<file path="src/rtl/multi_cycle_ctrl_fsm.sv">
// ============================================================================
// multi_cycle_ctrl_fsm : control FSM for a multi-cycle RV32I-style datapath
// Revision: 1.0
// ============================================================================
`default_nettype none

module multi_cycle_ctrl_fsm (
   input  logic       clk,
   input  logic       reset,
   input  logic [6:0] opcode,
   input  logic       bcond,
   input  logic       mem_ready,
   output logic       pc_write,
   output logic       ir_write,
   output logic       i_or_d,
   output logic       mem_read,
   output logic       mem_write,
   output logic       reg_write,
   output logic [1:0] wb_sel,
   output logic [1:0] alu_src_a,
   output logic [1:0] alu_src_b,
   output logic [1:0] alu_ctrl_op,
   output logic       halted,
   output logic [2:0] state
);

   typedef enum logic [2:0] {
      ST_IF   = 3'd0,
      ST_ID   = 3'd1,
      ST_EX   = 3'd2,
      ST_MEM  = 3'd3,
      ST_WB   = 3'd4,
      ST_BT   = 3'd5,
      ST_HALT = 3'd7
   } state_t;

   localparam logic [6:0] c_op_rtype  = 7'b0110011;
   localparam logic [6:0] c_op_iarith = 7'b0010011;
   localparam logic [6:0] c_op_load   = 7'b0000011;
   localparam logic [6:0] c_op_store  = 7'b0100011;
   localparam logic [6:0] c_op_branch = 7'b1100011;
   localparam logic [6:0] c_op_jal    = 7'b1101111;
   localparam logic [6:0] c_op_jalr   = 7'b1100111;
   localparam logic [6:0] c_op_ecall  = 7'b1110011;

   state_t     state_q, state_d;
   logic [1:0] ex_a, ex_b, ex_op;
   logic       is_load, is_store;

   // ALU operand/op selection used in EX and held through MEM and WB
   always_comb begin
      ex_a     = 2'b00;
      ex_b     = 2'b00;
      ex_op    = 2'b00;
      is_load  = (opcode == c_op_load);
      is_store = (opcode == c_op_store);
      case (opcode)
         c_op_rtype:  begin ex_a = 2'b10; ex_b = 2'b00; ex_op = 2'b10; end
         c_op_iarith: begin ex_a = 2'b10; ex_b = 2'b10; ex_op = 2'b10; end
         c_op_load,
         c_op_store:  begin ex_a = 2'b10; ex_b = 2'b10; ex_op = 2'b00; end
         c_op_branch: begin ex_a = 2'b10; ex_b = 2'b00; ex_op = 2'b01; end
         c_op_jal:    begin ex_a = 2'b01; ex_b = 2'b10; ex_op = 2'b11; end
         c_op_jalr:   begin ex_a = 2'b10; ex_b = 2'b10; ex_op = 2'b11; end
         default:     begin ex_a = 2'b00; ex_b = 2'b00; ex_op = 2'b00; end
      endcase
   end

   always_comb begin
      state_d     = state_q;
      pc_write    = 1'b0;
      ir_write    = 1'b0;
      i_or_d      = 1'b0;
      mem_read    = 1'b0;
      mem_write   = 1'b0;
      reg_write   = 1'b0;
      wb_sel      = 2'b00;
      alu_src_a   = 2'b00;
      alu_src_b   = 2'b00;
      alu_ctrl_op = 2'b00;
      halted      = 1'b0;

      case (state_q)
         ST_IF: begin
            mem_read  = 1'b1;
            alu_src_b = 2'b01;
            if (mem_ready) begin
               ir_write = 1'b1;
               pc_write = 1'b1;
               state_d  = ST_ID;
            end
         end
         ST_ID: begin
            state_d = (opcode == c_op_ecall) ? ST_HALT : ST_EX;
         end
         ST_EX: begin
            alu_src_a   = ex_a;
            alu_src_b   = ex_b;
            alu_ctrl_op = ex_op;
            case (opcode)
               c_op_rtype, c_op_iarith: state_d = ST_WB;
               c_op_load, c_op_store:   state_d = ST_MEM;
               c_op_branch:             state_d = bcond ? ST_BT : ST_IF;
               c_op_jal, c_op_jalr: begin
                  pc_write  = 1'b1;
                  reg_write = 1'b1;
                  wb_sel    = 2'b10;
                  state_d   = ST_IF;
               end
               default:                 state_d = ST_IF;
            endcase
         end
         ST_MEM: begin
            alu_src_a   = ex_a;
            alu_src_b   = ex_b;
            alu_ctrl_op = ex_op;
            i_or_d      = 1'b1;
            mem_read    = is_load;
            mem_write   = is_store;
            if (mem_ready) begin
               state_d = is_load ? ST_WB : ST_IF;
            end
         end
         ST_WB: begin
            alu_src_a   = ex_a;
            alu_src_b   = ex_b;
            alu_ctrl_op = ex_op;
            reg_write   = 1'b1;
            wb_sel      = is_load ? 2'b01 : 2'b00;
            state_d     = ST_IF;
         end
         ST_BT: begin
            alu_src_a = 2'b01;
            alu_src_b = 2'b10;
            pc_write  = 1'b1;
            state_d   = ST_IF;
         end
         ST_HALT: begin
            halted  = 1'b1;
            state_d = ST_HALT;
         end
         default: begin
            state_d = ST_IF;
         end
      endcase

      // Reset is combinationally folded in so an in-flight access drops at once
      if (!reset) begin
         state_d     = ST_IF;
         pc_write    = 1'b0;
         ir_write    = 1'b0;
         i_or_d      = 1'b0;
         mem_read    = 1'b0;
         mem_write   = 1'b0;
         reg_write   = 1'b0;
         wb_sel      = 2'b00;
         alu_src_a   = 2'b00;
         alu_src_b   = 2'b00;
         alu_ctrl_op = 2'b00;
         halted      = 1'b0;
      end
   end

   always_ff @(posedge clk or negedge reset) begin
      if (!reset) begin
         state_q <= ST_IF;
      end else begin
         state_q <= state_d;
      end
   end

   assign state = state_q;

endmodule

`default_nettype wire

</file>
<file path="config.mk">
export PLATFORM = sky130hd
export DESIGN_NAME = multi_cycle_ctrl_fsm
export DESIGN_NICKNAME = d
export VERILOG_FILES = /design/src/rtl/multi_cycle_ctrl_fsm.sv
export SDC_FILE = /design/constraint.sdc
export NUM_CORES = 1
export LEC_CHECK = 0
export ABC_CLOCK_PERIOD_IN_PS = 3780
export BUFFER_PORTS_ARGS = -buffer_cell sky130_fd_sc_hd__buf_2
export CAP_MARGIN = 0
export CELL_PAD_IN_SITES_DETAIL_PLACEMENT = 2
export CELL_PAD_IN_SITES_GLOBAL_PLACEMENT = 2
export CORE_MARGIN = 3
export CORE_UTILIZATION = 23
export DETAILED_ROUTE_END_ITERATION = 8
export PLACE_DENSITY = 0.78
export SYNTH_ARGS = -nofsm -noshare
export SYNTH_HDL_FRONTEND = slang
export SYNTH_SLANG_ARGS = --single-unit
</file>
<file path="constraint.sdc">
create_clock -name clk -period 3.78 [get_ports clk]
set_input_delay 0.756 -clock clk [delete_from_list [all_inputs] [get_ports clk]]
set_output_delay 0.756 -clock clk [all_outputs]
set_load 0.01 [all_outputs]
</file>
## Word-level counts from Yosys, hierarchy flattened

Cells that the tools add are included.

- Register bits after elaboration: 3
- Input bits: 11
- Output and inout port bits: 18

- Equality and inequality tests: 16
- Multiplexer cells: 37
- Reductions and logical operators: 8

Operators with widths:

| cell | count |
|---|---|
| $eq A7 B7 Y1 const B | 4 |
| $mux W3 | 6 |
| $pmux W3 S5 | 1 |
| $eq A7 B6 Y1 const B | 2 |
| $mux W1 | 14 |
| $mux W2 | 7 |
| $pmux W2 S2 | 3 |
| $pmux W2 S3 | 2 |
| $eq A3 B3 Y1 const B | 3 |
| $pmux W3 S3 | 1 |
| $eq A7 B2 Y1 const B | 1 |
| $eq A7 B5 Y1 const B | 1 |
| $eq A3 B2 Y1 const B | 2 |
| $ne A3 B3 Y1 const B | 2 |
| $reduce_or A2 Y1 | 3 |
| $reduce_or A6 Y1 | 1 |
| $reduce_or A5 Y1 | 1 |
| $pmux W1 S2 | 2 |
| $eq A3 B1 Y1 const B | 1 |
| $logic_not A3 Y1 | 1 |
| $pmux W1 S3 | 1 |
| $reduce_or A3 Y1 | 1 |
| $reduce_and A2 Y1 | 1 |

## Longest topological paths before layout

Gate-level depths: netlist of run 1.

- Depth in word-level cells: 5
- Gate-level depth with buffers: 5
- Mapped depth without buffers: 4

## Worst setup path after synthesis of run 1

OpenSTA, ideal clock, no wires.

- Path kind: input-to-output
- Start point: input port opcode[6]
- End point: output port reg_write
- Arrival: 1.650 ns
- Data required time: 3.024 ns
- Setup slack: 1.374 ns
- Stages: 5
- Cells stage by stage: buf_2 nand4_1 nor2_2 a21oi_1 nor3b_1

- Cells in the longest elaborated chain, start to end: 5

Ends and longest elaborated chain:

| element | line | RTL |
|---|---|---|
| start, declared | 10 | `input logic [6:0] opcode,` |
| $eq A7 B7 Y1 | 100 | `case (opcode)` |
| $reduce_or A2 Y1 (no source line) (*) | - |  |
| $mux W1 (*) | 100 |  |
| $pmux W1 S2 (*) | 83 | `case (state_q)` |
| $mux W1 (*) | 148 | `if (!reset) begin` |
| end, declared | 18 | `output logic reg_write,` |

Every way passes the cells marked *; elsewhere a longest branch is shown, timed or not.

## Worst setup path in the final report of run 1

- Start point: input port opcode[3]
- End point: output port alu_src_b[1]

- Cells in the longest elaborated chain, start to end: 5

Ends and longest elaborated chain:

| element | line | RTL |
|---|---|---|
| $eq A7 B2 Y1, or another cell as far along | 57 | `case (opcode)` |
| $reduce_or A5 Y1 (no source line) (*) | - |  |
| $mux W2 (*) | 57 |  |
| $pmux W2 S3 (*) | 83 |  |
| $mux W2 (*) | 148 |  |
| end, declared | 21 | `output logic [1:0] alu_src_b,` |

Marked as above.

==> flow_metrics.env, run 1 <==
export IMPL_status="complete, no violations"
export IMPL_layout_commonest_cell="sky130_fd_sc_hd__buf_2"
export IMPL_syn_area_per_cell_sq_um=6.99
export IMPL_cts_buffers_inserted=3
export IMPL_vias=685
export IMPL_power_frac_comb=0.302
export IMPL_placement_io_buffers=28
export IMPL_ff_to_ff_start="state[0]$_DFFE_PN0P_"
export IMPL_end_kind="output port"
export IMPL_post_synth_inst_count=80
export IMPL_ctsHtreeMaxLevel=1
export IMPL_initial_antenna_violation_count=0
export IMPL_power_per_cell_area_nw_per_um2=184
export IMPL_fraction_of_final_layout_cells_sized_beyond_drive_strength_1=0.355
export IMPL_placement_cell_area_sq_um=712
export IMPL_ctsRootBufferMaster="sky130_fd_sc_hd__clkbuf_4"
export IMPL_rsz0062_at_grt="false"
export IMPL_setup_total_negative_slack_ns=0
export IMPL_detail_route_vias_per_cell=5.07
export IMPL_netlist_cell_type_count=37
export IMPL_ant_nets=0
export IMPL_critical_path_required_ns=3.02
export IMPL_detail_route_drc_violations=0
export IMPL_detailedRoute_firstIterationViolations=7
export IMPL_internal_power_mw=0.0904
export IMPL_synth_seq_area_share=0.134
export IMPL_post_cts_setup_bufs=0
export IMPL_grt_start_max_net_pins=19
export IMPL_hold_violations=0
export IMPL_leakagePower_nw=0.340
export IMPL_clk_insertion_delay_late_ns=0.23
export IMPL_post_route_worst_setup_slack_ns=1.12
export IMPL_fmax_ghz=0.376
export IMPL_maxCapViolCount=0
export IMPL_grt_pass1_wl_microns=3420
export IMPL_ys_ff_latch=3
export IMPL_crit_path_start_kind="primary input"
export IMPL_share_clk_of_total_power=0.417
export IMPL_ctsResizeCount=0
export IMPL_crit_path_max_fanout=6
export IMPL_grt_pass1_vias=719
export IMPL_timing_worst_slew_pin_value_ns=0.520
export IMPL_preCtsSetupSlack_ns=1.11
export IMPL_timing_critical_path_slowest_cell_delay_ns=0.36
export IMPL_gr_usage_all_layers=0.135
export IMPL_globalplace_congestion=0.717
export IMPL_pwr_share_seq=0.281
export IMPL_row_count=17
export IMPL_met2_length_microns=914
export IMPL_numClockSinks=3
export IMPL_drv_slew=0
export IMPL_drt_wirelength_per_cell_microns=14.2
export IMPL_max_slew_margin=0.653
export IMPL_finalNetCount=119
export IMPL_largest_register_ff_count=3
export IMPL_io_pins=29
export IMPL_largest_area_contributor_in_the_synthesized_netlist="sky130_fd_sc_hd__dfrtp_1"
export IMPL_cts_tree="done"
export IMPL_timing_critical_path_max_delay_family="simple AND/OR/NAND/NOR gates"
export IMPL_syn_to_final_growth_pct=32.0
export IMPL_placeableCoreArea_sq_um=2250
export IMPL_syn_cell_area_sq_um=559
export IMPL_netSwitchingFraction=0.336
export IMPL_yosysTopAreaCellShare=0.134
export IMPL_synthTopCellsByArea="sky130_fd_sc_hd__dfrtp_1 (13%), sky130_fd_sc_hd__nand2b_1 (8.9%), sky130_fd_sc_hd__nand2_1 (6.0%)"
export IMPL_yosys_warns=0
export IMPL_floorplan_die_area_sq_um=3060
export IMPL_clock_skew_ns=0.000215
export IMPL_final_hold_worst_slack_ns=0.394
export IMPL_timing_critical_path_cells="buf_2, and4bb_2, and2b_1, a211oi_1, o22ai_1, buf_2"
export IMPL_route_layer_met1_wl_microns=901
export IMPL_clockBufferDepth=2
export IMPL_switchingPower_mw=0.0457
export IMPL_ir_worst_vdd_mv=0.160
export IMPL_finalWirelength_microns=1920
export IMPL_die_height_microns=55.3
export IMPL_cp_buffers_inverters=2
export IMPL_criticalPathCategory="primary input to output port"
export IMPL_critPathMostFrequentCell="sky130_fd_sc_hd__buf_2"
export IMPL_holdCritPathClass="primary input to asynchronous set/reset pin"
export IMPL_arrival_time_reported_for_the_critical_path_endpoint_ns=1.90
export IMPL_hold_buf_count_cts=0
export IMPL_post_route_cell_area_sq_um=738
export IMPL_slowest_stage="sky130_fd_sc_hd__and4bb_2"
export IMPL_met3WireLength_microns=84
export IMPL_final_min_period_over_clock_period=0.703
export IMPL_antenna_diode_instance_count=0
export IMPL_timing_final_setup_violations=0
export IMPL_initial_utilization=0.248
export IMPL_die_width_microns=55.3
export IMPL_crit_path_start="opcode[3]"
export IMPL_min_period_ns=2.66
export IMPL_top_layer_used="met4"
export IMPL_most_common_layout_cells="sky130_fd_sc_hd__buf_2 (28), sky130_fd_sc_hd__nand2_1 (9), sky130_fd_sc_hd__nand2b_1 (8)"
export IMPL_drt_pass1_iterations=3
export IMPL_clk_pin_slew_ns=0.04
export IMPL_globalRoute_totalOverflow=0
export IMPL_hpwlAfterDp_microns=1570
export IMPL_post_synthesis_net_count=91
## worst reg2reg max path, cell delays in order, from the launching register on
cell and delay [ns]:
sky130_fd_sc_hd__dfrtp_1 0.56, sky130_fd_sc_hd__nand2b_1 0.28, sky130_fd_sc_hd__a211oi_1 0.21, sky130_fd_sc_hd__o21ai_1 0.09, sky130_fd_sc_hd__a21oi_1 0.16
## metrics by stage
| step | std cells | util | power (mW) |
|---|---|---|---|
| global placement | 131 | 0.316 | 0.0790 |
| finish | 135 | 0.327 | 0.136 |
| CTS | 135 | 0.327 | 0.140 |
| detailed placement | 131 | 0.316 | 0.0804 |
| global route | 135 | 0.327 | 0.148 |
| floorplan | 80 | - | 0.0616 |
## cells in the mapped netlist (all sizes together)
cell type  instances
clkbuf             2
a2111oi            1
nor2               4
o31a               1
nand3              2
or2                1
nor2b              3
a21boi             2
buf                3
a32oi              1
mux2i              1
and4b              1
nor3b              1
and4bb             1
o22ai              1
nor4b              1
and2b              2
nor3               3
a21oi              6
o211ai             1
dfrtp              3
nand4b             1
and2               1
a211oi             2
inv                2
o21ai              6
and3               3
a2bb2oi            1
nand4              1
nand2b             8
nor4               2
a21o               1
nand2             11
## power groups by stage
stage	Combinational (mW)	Sequential, mW	Clock, mW
floorplan	0.0258	0.0359	0
global placement	0.0404	0.0386	0
detailed placement	0.0418	0.0386	0
CTS	0.0418	0.0382	0.0604
global route	0.0467	0.0390	0.0624
finish	0.0411	0.0382	0.0568
## final cells by class
| class | instances | area (sq um) |
|---|---|---|
| timing repair buffer | 28 | 140 |
| multi-input combinational | 70 | 454 |
| sequential | 3 | 75.1 |
| inverter | 2 | 7.51 |
| clock buffer | 4 | 26.3 |
| fill | 291 | 1520 |
| tap | 28 | 35.0 |
## per-layer routing
layer	track usage	vias to the layer above
met5	0	-
met4	0.0417	0
met3	0.0234	2
met2	0.218	18
met1	0.183	315
li1	-	350
## final timing paths
| check | end | slack (ns) | cells past startpoint |
|---|---|---|---|
| worst max register to register | state[2]$_DFFE_PN0P_ | 2.40 | 4 |
| min in group clk | state[2]$_DFFE_PN0P_ | 0.81 | 2 |
| worst min register to register | state[2]$_DFFE_PN0P_ | 0.81 | 2 |
| max in group asynchronous | state[0]$_DFFE_PN0P_ | 3.18 | 1 |
| worst max-delay path | alu_src_b[1] | 1.12 | 6 |
| worst min-delay path | state[1]$_DFFE_PN0P_ | 0.39 | 1 |
## cell families (layout without fill, tap and decap cells)
kind of cell	Yosys count	count (layout)	synth area share
simple gates	46	46	0.521
compound gates	23	23	0.273
buf+inv	7	34	0.0537
flops	3	3	0.134
mux	1	1	0.0179
No activity file was read; power rests on OpenSTA's default activity.
==> run 2, diff against run 1 <==
Settings changed: ABC_AREA from default to 1, ABC_CLOCK_PERIOD_IN_PS 3780 to 2500, CORE_UTILIZATION 23 to 21, PLACE_DENSITY 0.78 to 0.75.
Clock period 3.78 ns to 2.5 ns, I/O delays scaled along.
==> flow_metrics.env, run 2 <==
export IMPL_clk_insertion_delay_late_ns=0.24
export IMPL_critical_path_required_ns=2.00
export IMPL_hpwlAfterDp_microns=1820
export IMPL_synth_commonest_cells="sky130_fd_sc_hd__nand2_1 (20), sky130_fd_sc_hd__nor2_1 (16), sky130_fd_sc_hd__inv_2 (11)"
export IMPL_drt_pass1_iterations=4
export IMPL_initial_utilization=0.228
export IMPL_timing_worst_slew_pin_value_ns=0.370
export IMPL_power_per_cell_area_nw_per_um2=318
export IMPL_cts_tree="done"
export IMPL_drv_slew=0
export IMPL_detail_route_vias_per_cell=4.62
export IMPL_yosys_warns=0
export IMPL_power_frac_comb=0.392
export IMPL_timing_final_setup_violations=0
export IMPL_internal_power_mw=0.146
export IMPL_syn_to_final_growth_pct=33.0
export IMPL_detail_route_drc_violations=0
export IMPL_gr_usage_all_layers=0.130
export IMPL_maxCapViolCount=0
export IMPL_yosysTopAreaCellShare=0.128
export IMPL_min_period_ns=2.04
export IMPL_preCtsSetupSlack_ns=0.510
export IMPL_finalWirelength_microns=2040
export IMPL_post_route_worst_setup_slack_ns=0.458
export IMPL_floorplan_die_area_sq_um=3450
export IMPL_share_clk_of_total_power=0.365
export IMPL_most_common_layout_cells="sky130_fd_sc_hd__buf_2 (28), sky130_fd_sc_hd__nand2_1 (20), sky130_fd_sc_hd__nor2_1 (16)"
export IMPL_holdCritPathClass="primary input to asynchronous set/reset pin"
export IMPL_netSwitchingFraction=0.408
export IMPL_fmax_ghz=0.490
export IMPL_synth_async_sr_flop_share=1.00
export IMPL_clock_skew_ns=0.00188
export IMPL_drt_wirelength_per_cell_microns=12.8
export IMPL_hold_violations=0
export IMPL_globalplace_congestion=0.804
export IMPL_io_pins=29
export IMPL_layout_commonest_cell="sky130_fd_sc_hd__buf_2"
export IMPL_ir_worst_vdd_mv=0.234
export IMPL_largest_register_ff_count=3
export IMPL_arrival_time_reported_for_the_critical_path_endpoint_ns=1.54
export IMPL_nFillCells=329
export IMPL_pwr_share_seq=0.244
export IMPL_crit_path_start_kind="flop"
export IMPL_setup_total_negative_slack_ns=0
export IMPL_post_synth_inst_count=98
export IMPL_grt_pass1_wl_microns=3530
export IMPL_ys_ff_latch=3
export IMPL_globalRoute_totalOverflow=0
export IMPL_leakagePower_nw=0.438
export IMPL_yosys_cell_count_top_type="sky130_fd_sc_hd__nand2_1"
export IMPL_largest_area_contributor_in_the_synthesized_netlist="sky130_fd_sc_hd__dfrtp_1"
export IMPL_crit_path_max_fanout=9
export IMPL_synth_seq_area_share=0.128
export IMPL_grt_start_max_net_pins=10
export IMPL_finalNetCount=141
export IMPL_final_seq_area_sq_um=75.1
export IMPL_row_count=18
export IMPL_post_cts_setup_bufs=0
export IMPL_fraction_of_final_layout_cells_sized_beyond_drive_strength_1=0.481
export IMPL_status="complete, no violations"
export IMPL_ctsResizeCount=0
export IMPL_synthTopCellsByArea="sky130_fd_sc_hd__dfrtp_1 (13%), sky130_fd_sc_hd__nand2_1 (13%), sky130_fd_sc_hd__nor2_1 (10%)"
export IMPL_detailedRoute_firstIterationViolations=8
export IMPL_rsz0062_at_grt="false"
export IMPL_final_min_period_over_clock_period=0.817
export IMPL_vias=734
export IMPL_die_height_microns=58.8
export IMPL_ctsRootBufferMaster="sky130_fd_sc_hd__clkbuf_4"
export IMPL_syn_area_per_cell_sq_um=5.96
export IMPL_synth_edff_count=0
export IMPL_ant_nets=0
export IMPL_syn_cell_area_sq_um=584
export IMPL_clk_pin_slew_ns=0.04
export IMPL_initial_antenna_violation_count=0
export IMPL_max_slew_margin=0.753
export IMPL_post_synthesis_net_count=109
export IMPL_die_width_microns=58.8
export IMPL_ctsHtreeMaxLevel=1
export IMPL_clockBufferDepth=2
export IMPL_antenna_diode_instance_count=0
export IMPL_cts_buffers_inserted=3
export IMPL_criticalPathCategory="flop to output port"
export IMPL_synth_top_flop_cell="sky130_fd_sc_hd__dfrtp_1"
export IMPL_hold_buf_count_cts=0
export IMPL_grt_pass1_vias=778
export IMPL_netlist_cell_type_count=25
export IMPL_numClockSinks=3
export IMPL_switchingPower_mw=0.101
export IMPL_placeableCoreArea_sq_um=2570
export IMPL_placement_io_buffers=28
export IMPL_area_occupied_by_multi_input_gates_sq_um=427
export IMPL_end_kind="output port"
-- run 2: cell types whose count changed in the layout (fill, tap and decap cells not counted), sizes merged, moves of 3 or more --
cell    previous run  this run
nor2b              3         0
inv                2        18
nor2               4        22
nand2b             8         0
nand2             11        27
nand3              2         7
and3               3         0
-- run 2: final timing paths --
path,slack (ns),startpoint,to,cells after the start
max reg2reg,1.25,state[2]$_DFFE_PN0P_,state[2]$_DFFE_PN0P_,5
min,0.1,reset,state[1]$_DFFE_PN0P_,1
min in group clk,0.60,mem_ready,state[0]$_DFFE_PN0P_,4
max,0.46,state[2]$_DFFE_PN0P_,alu_src_b[1],5
max in group asynchronous,2.24,reset,state[2]$_DFFE_PN0P_,1
min reg2reg,0.83,state[0]$_DFFE_PN0P_,state[0]$_DFFE_PN0P_,5
-- run 2: worst max-delay path, cell delays in order, from the launching register on --
cell                      delay [ns]
sky130_fd_sc_hd__dfrtp_1        0.55
sky130_fd_sc_hd__nand4_1        0.27
sky130_fd_sc_hd__o31ai_4        0.14
sky130_fd_sc_hd__nor2_1         0.07
sky130_fd_sc_hd__a21oi_1        0.12
sky130_fd_sc_hd__buf_2          0.15
-- run 2: cell type report --
type,instances,share of cell area
Multi-Input combinational cell,75,0.549
Timing Repair Buffer,28,0.180
Sequential cell,3,0.0966
Inverter,19,0.0918
Tap cell,30,0.0483
Clock buffer,4,0.0338
-- run 2: logic make-up after synthesis --
family | synth area share
and+or+nand+nor | 0.580
DFF | 0.128
AOI/OAI and AO/OA | 0.150
buffers and inverters | 0.141
-- run 2: layer usage --
layer  vias up  share of wire  global-route usage
met5         -              0                   0
met4         0         0.0073              0.0194
met3         3          0.031              0.0241
met2        12           0.50               0.227
met1       349           0.46               0.169
li1        370              -                   -
-- run 2: per-stage QoR --
stage	power, mW	hold WS (ns)	area [sq um]	std cells	util
2_1_floorplan	0.121	0.204	584	98	-
3_3_place_gp	0.156	0.343	751	155	0.292
3_5_place_dp	0.159	0.353	751	155	0.292
4_1_cts	0.252	0.0962	777	159	0.303
5_1_grt	0.270	0.0978	777	159	0.303
6_report	0.247	0.0964	777	159	0.303
-- run 2: power by group through the flow --
stage | Clock (mW) | Sequential [mW] | Combinational [mW]
floorplan | 0 | 0.0612 | 0.0597
global placement | 0 | 0.0603 | 0.0953
detailed placement | 0 | 0.0607 | 0.0985
CTS | 0.0933 | 0.0601 | 0.0989
global route | 0.0981 | 0.0610 | 0.111
finish | 0.0900 | 0.0601 | 0.0966
